==> config.mk <==
export PLATFORM = sky130hd
export DESIGN_NAME = punc_mem_arbiter
export DESIGN_NICKNAME = d
export VERILOG_FILES = /design/src/rtl/punc_mem_arbiter.sv
export SDC_FILE = /design/constraint.sdc
export NUM_CORES = 1
export LEC_CHECK = 0
export BUFFER_PORTS_ARGS = -buffer_cell sky130_fd_sc_hd__buf_2
export CORE_AREA = 2 2 64 66
export CTS_CLUSTER_DIAMETER = 150
export CTS_CLUSTER_SIZE = 10
export DETAILED_ROUTE_END_ITERATION = 10
export DIE_AREA = 0 0 66 68
export PLACE_DENSITY = 0.95
export SLEW_MARGIN = 15
export SYNTH_ARGS = -nofsm -noshare
export SYNTH_HDL_FRONTEND = slang
export SYNTH_SLANG_ARGS = --single-unit
==> constraint.sdc <==
create_clock -name clk -period 5.5 [get_ports clk]
set_input_delay 1.375 -clock clk [delete_from_list [all_inputs] [get_ports clk]]
set_output_delay 1.375 -clock clk [all_outputs]
set_load 0.01 [all_outputs]
==> src/rtl/punc_mem_arbiter.sv <==
// punc_mem_arbiter: shares the single memory port between the CPU datapath and a debug/loader port.
// Latency: the grant and ack come in the same cycle as the request. Read data comes one cycle later. Writes finish in the ack cycle.
// Backpressure: the CPU has fixed priority. A debug request is forced through after STARVE_LIMIT CPU grants in a row. A losing requester holds req until it gets ack.
//
// Ports:
//   clk, rst                                     clock, synchronous active-high reset
//   cpu_req/we/addr/wdata -> cpu_ack/rvalid/rdata CPU requester
//   dbg_req/we/addr/wdata -> dbg_ack/rvalid/rdata debug/loader requester
//   mem_addr/we/wdata, mem_rdata                 synchronous-read memory (1-cycle read latency)
module punc_mem_arbiter #(
   parameter int ADDR_W       = 16,
   parameter int DATA_W       = 16,
   parameter int STARVE_LIMIT = 4
) (
   input  logic              clk,
   input  logic              rst,
   input  logic              cpu_req,
   input  logic              cpu_we,
   input  logic [ADDR_W-1:0] cpu_addr,
   input  logic [DATA_W-1:0] cpu_wdata,
   output logic              cpu_ack,
   output logic              cpu_rvalid,
   output logic [DATA_W-1:0] cpu_rdata,
   input  logic              dbg_req,
   input  logic              dbg_we,
   input  logic [ADDR_W-1:0] dbg_addr,
   input  logic [DATA_W-1:0] dbg_wdata,
   output logic              dbg_ack,
   output logic              dbg_rvalid,
   output logic [DATA_W-1:0] dbg_rdata,
   output logic [ADDR_W-1:0] mem_addr,
   output logic              mem_we,
   output logic [DATA_W-1:0] mem_wdata,
   input  logic [DATA_W-1:0] mem_rdata
);

   localparam logic [3:0] LIMIT = 4'(STARVE_LIMIT);

   typedef enum logic {IDLE, RD_WAIT} state_t;

   state_t     state, state_nxt;
   logic       owner_dbg, owner_dbg_nxt;   // owner of the read that is in flight
   logic [3:0] starve_cnt, starve_nxt;     // CPU grants in a row while debug waits
   logic       cpu_win, dbg_win;

   // Arbitration is only meaningful in IDLE. The CPU wins unless the debug port has waited too long.
   always_comb begin
      dbg_win = dbg_req && (!cpu_req || (starve_cnt == LIMIT));
      cpu_win = cpu_req && !dbg_win;
   end

   // State register
   always_ff @(posedge clk) begin
      if (rst) begin
         state      <= IDLE;
         owner_dbg  <= 1'b0;
         starve_cnt <= 4'd0;
      end else begin
         state      <= state_nxt;
         owner_dbg  <= owner_dbg_nxt;
         starve_cnt <= starve_nxt;
      end
   end

   // Next-state logic
   always_comb begin
      state_nxt     = state;
      owner_dbg_nxt = owner_dbg;
      starve_nxt    = starve_cnt;
      case (state)
         IDLE: begin
            // A write finishes in its ack cycle, so only a read leaves IDLE.
            if (dbg_win && !dbg_we) begin
               state_nxt     = RD_WAIT;
               owner_dbg_nxt = 1'b1;
            end else if (cpu_win && !cpu_we) begin
               state_nxt     = RD_WAIT;
               owner_dbg_nxt = 1'b0;
            end
            if (cpu_win && dbg_req)
               starve_nxt = (starve_cnt == LIMIT) ? LIMIT : starve_cnt + 4'd1;
            else
               starve_nxt = 4'd0;
         end
         RD_WAIT: state_nxt = IDLE;
         default: state_nxt = IDLE;
      endcase
   end

   // Output logic. Reset forces every output low, even in the middle of a read.
   always_comb begin
      cpu_ack    = 1'b0;
      dbg_ack    = 1'b0;
      cpu_rvalid = 1'b0;
      dbg_rvalid = 1'b0;
      cpu_rdata  = '0;
      dbg_rdata  = '0;
      mem_addr   = '0;
      mem_we     = 1'b0;
      mem_wdata  = '0;
      if (!rst) begin
         case (state)
            IDLE: begin
               if (dbg_win) begin
                  dbg_ack   = 1'b1;
                  mem_addr  = dbg_addr;
                  mem_we    = dbg_we;
                  mem_wdata = dbg_wdata;
               end else if (cpu_win) begin
                  cpu_ack   = 1'b1;
                  mem_addr  = cpu_addr;
                  mem_we    = cpu_we;
                  mem_wdata = cpu_wdata;
               end
            end
            RD_WAIT: begin
               if (owner_dbg) begin
                  dbg_rvalid = 1'b1;
                  dbg_rdata  = mem_rdata;
               end else begin
                  cpu_rvalid = 1'b1;
                  cpu_rdata  = mem_rdata;
               end
            end
            default: ;
         endcase
      end
   end

endmodule

==> flow_summary.ini <==
[detailed_routing]
via_per_inst = 4.82
via_count = 1846
detail_route.drc_violations = 0
dr.pass1.iters = 5
routed_wl_microns = 4460
wire_per_inst_microns = 11.7
drtIter0Drc = 38
antenna_left = 0

[setup_path]
crit_path_max_fanout = 37
max_stage_delay_ns = 0.49
crit_family = buffers and inverters
path_buf_inv = 5
crit_arrival_ns = 3.02
r2r_start = starve_cnt[0]
worstReg2RegEnd = owner_dbg
endpoint_kind = output port
r2r_slack_ns = 3.72
path_class = input pin to output port
cp_slowest_cell = buf_4
ff2ff_path_depth = 6
critPathLaunchType = input pin
required_ns = 4.12
path_cells = buf_2, buf_4, inv_1, o21ai_4, buf_4, mux2i_1, buf_2

[clock_network]
tritoncts = done
numCtsBuffers = 3
cts-resized-gates = 0
cts_setup_buffers = 0
cts_hold_buffers = 0
h-tree-depth = 1
clock-root-buffer = clkbuf_8
cts_buffer_depth = 2
worstSkewPairLatency_ns = 0.23
clkSlewWorstSetupHoldPaths_ns = 0.04
cts_num_sinks = 6

[pwr]
p_per_area_nw_per_um2 = 110
cellLeakagePower_nw = 1.34
vdd_drop_max_mv = 0.0600

[min_path]
min_to = starve_cnt[0]
hold_class = register to register
min_path_cells = 2
hold_path.startpoint = starve_cnt[0]

[timing]
rsz0062_at_grt = no
fin_skew_ns = 0.00275
min_period_ns = 4.40
relSlewSlack_pct = 62.4
setup_viol_count_final = 0
finalHoldViolCount = 0
setup_tns_ns = 0
max_freq_mhz = 228
slew_violations = 0
fin_crit_sh_pct = 79.9
worstMarginPinSlew_ns = 0.562

[job]
maxCapViolCount = 0

[grt]
use_met1_pct = 14.5
grtUsageMet2_pct = 39.8
grt_max_degree = 40
grt.overflow.total = 0
track_usage_pct = 17.0
use_met3_pct = 1.97
grt_pass1_wl_microns = 6070
grt_busiest_layer = met2
antenna_found_initial = 0
grt_pass1_vias = 1518

[floorplanning]
fp.dieArea_sq_um = 4490
start_util_pct = 35.2
core-area_sq_um = 3860
io_pins = 155
rows = 23
die_x_microns = 66
die-height_microns = 68

[layout]
syn_to_final_growth_pct = 55.9
insertedDiodeCount = 0
layout_commonest_cell = buf_2
num-fill-cells = 355
layout-drive-gt1-share_pct = 50.2
utilization_pct = 54.9
num-nets-final = 423
most-common-layout-cells = 154 x buf_2, 36 x nand2_1, 34 x nand3_1

[synth]
ys_warn_count = 0
avgSynthCellArea_sq_um = 7.07
synth_fp_nets = 280
netlist_area_sq_um = 1360
synth_cells = 192
yosysUniqueCellTypes = 36
ys_ff_latch = 6
ys_seq_area_share_pct = 8.85

[run_status]
status = finished, final reports clean

[placement]
numPortBuffers = 154
dp_hpwl_microns = 3610
gp_congestion = 0.776
==> routing by layer <==
metal | up-vias | routed length, microns
li1 | 939 | -
met1 | 797 | 1520
met2 | 105 | 2470
met3 | 5 | 426
met4 | 0 | 43
met5 | - | 0
==> cell type report <==
class,count,area [sq um],share of cell area (%)
Multi-Input combinational cell,163,1080,51.2
Timing Repair Buffer,157,793,37.5
Sequential cell,6,120,5.67
Tap cell,50,62.6,2.96
Clock buffer,3,41.3,1.95
Inverter,4,15.0,0.709
==> flip-flops by register name (all words and copies together) (netlist names) <==
| register | cells |
|---|---|
| owner_dbg | 1 |
| starve_cnt | 4 |
| state | 1 |
==> logic make-up (layout without fill, tap and decap cells) <==
family	count (synthesis)	in the layout	synth area share [%]
adder cells (fa/ha/maj)	2	2	1.84
AO/OA/AOI/OAI	11	11	6.64
buffers and inverters	23	164	12.2
flip-flops	6	6	8.85
AND/OR/NAND/NOR	117	117	46.2
multiplexers	33	33	24.3
==> where the power goes <==
group          internal (mW)  total, mW  switching, mW
combinational         0.0569      0.119         0.0620
clock                 0.0471     0.0674         0.0203
sequential            0.0451     0.0473        0.00222
==> worst max-delay path by stage <==
stage / to / start / depth (start not counted)
3_3_place_gp: mem_wdata[15] / cpu_req / 7
5_1_grt: mem_wdata[15] / cpu_req / 7
6_report: mem_wdata[15] / cpu_req / 7
4_1_cts: mem_wdata[15] / cpu_req / 7
3_5_place_dp: mem_wdata[15] / cpu_req / 7
2_1_floorplan: mem_addr[10] / cpu_req / 6
==> stage by stage <==
stage	power (mW)	instance area [sq um]	instances	hold slack, ns	setup WS, ns
floorplan	0.119	1360	192	0.467	1.79
global placement	0.164	2080	380	0.483	1.12
detailed placement	0.167	2080	380	0.488	1.10
CTS	0.235	2120	383	0.494	1.09
global route	0.248	2120	383	0.520	1.00
finish	0.234	2120	383	0.501	1.10
==> cells in the mapped netlist <==
master	count	area, sq um
nor3b_4	1	18.8
nor2_2	1	6.26
nor2_1	2	7.51
o32ai_1	1	8.76
nand4b_1	1	8.76
or2_2	1	6.26
nand2_1	36	135
a31oi_1	1	6.26
a32oi_1	1	8.76
a2111o_1	1	11.3
mux2i_1	33	330
nand3b_1	2	15.0
clkbuf_2	1	5.00
nor3_4	1	16.3
o211ai_1	1	7.51
buf_1	2	7.51
o31ai_2	1	12.5
clkbuf_1	3	11.3
inv_1	3	11.3
nand3_1	34	170
nor2b_1	1	6.26
and3b_1	2	17.5
buf_6	1	11.3
buf_2	5	25.0
a21oi_1	2	10.0
ha_1	2	25.0
a2111oi_0	1	8.76
a211oi_1	1	7.51
buf_12	3	60.1
inv_2	1	3.75
and2_1	32	200
nand2b_1	1	6.26
o21ai_2	1	8.76
dfxtp_1	6	120
and3_1	2	12.5
buf_4	4	30.0
==> worst min-delay path, stage by stage, from the launching register on <==
cell and delay [ns]:
dfxtp_1 0.32, nand2_1 0.07, a21oi_1 0.05
(Power assumes the default switching activity.)
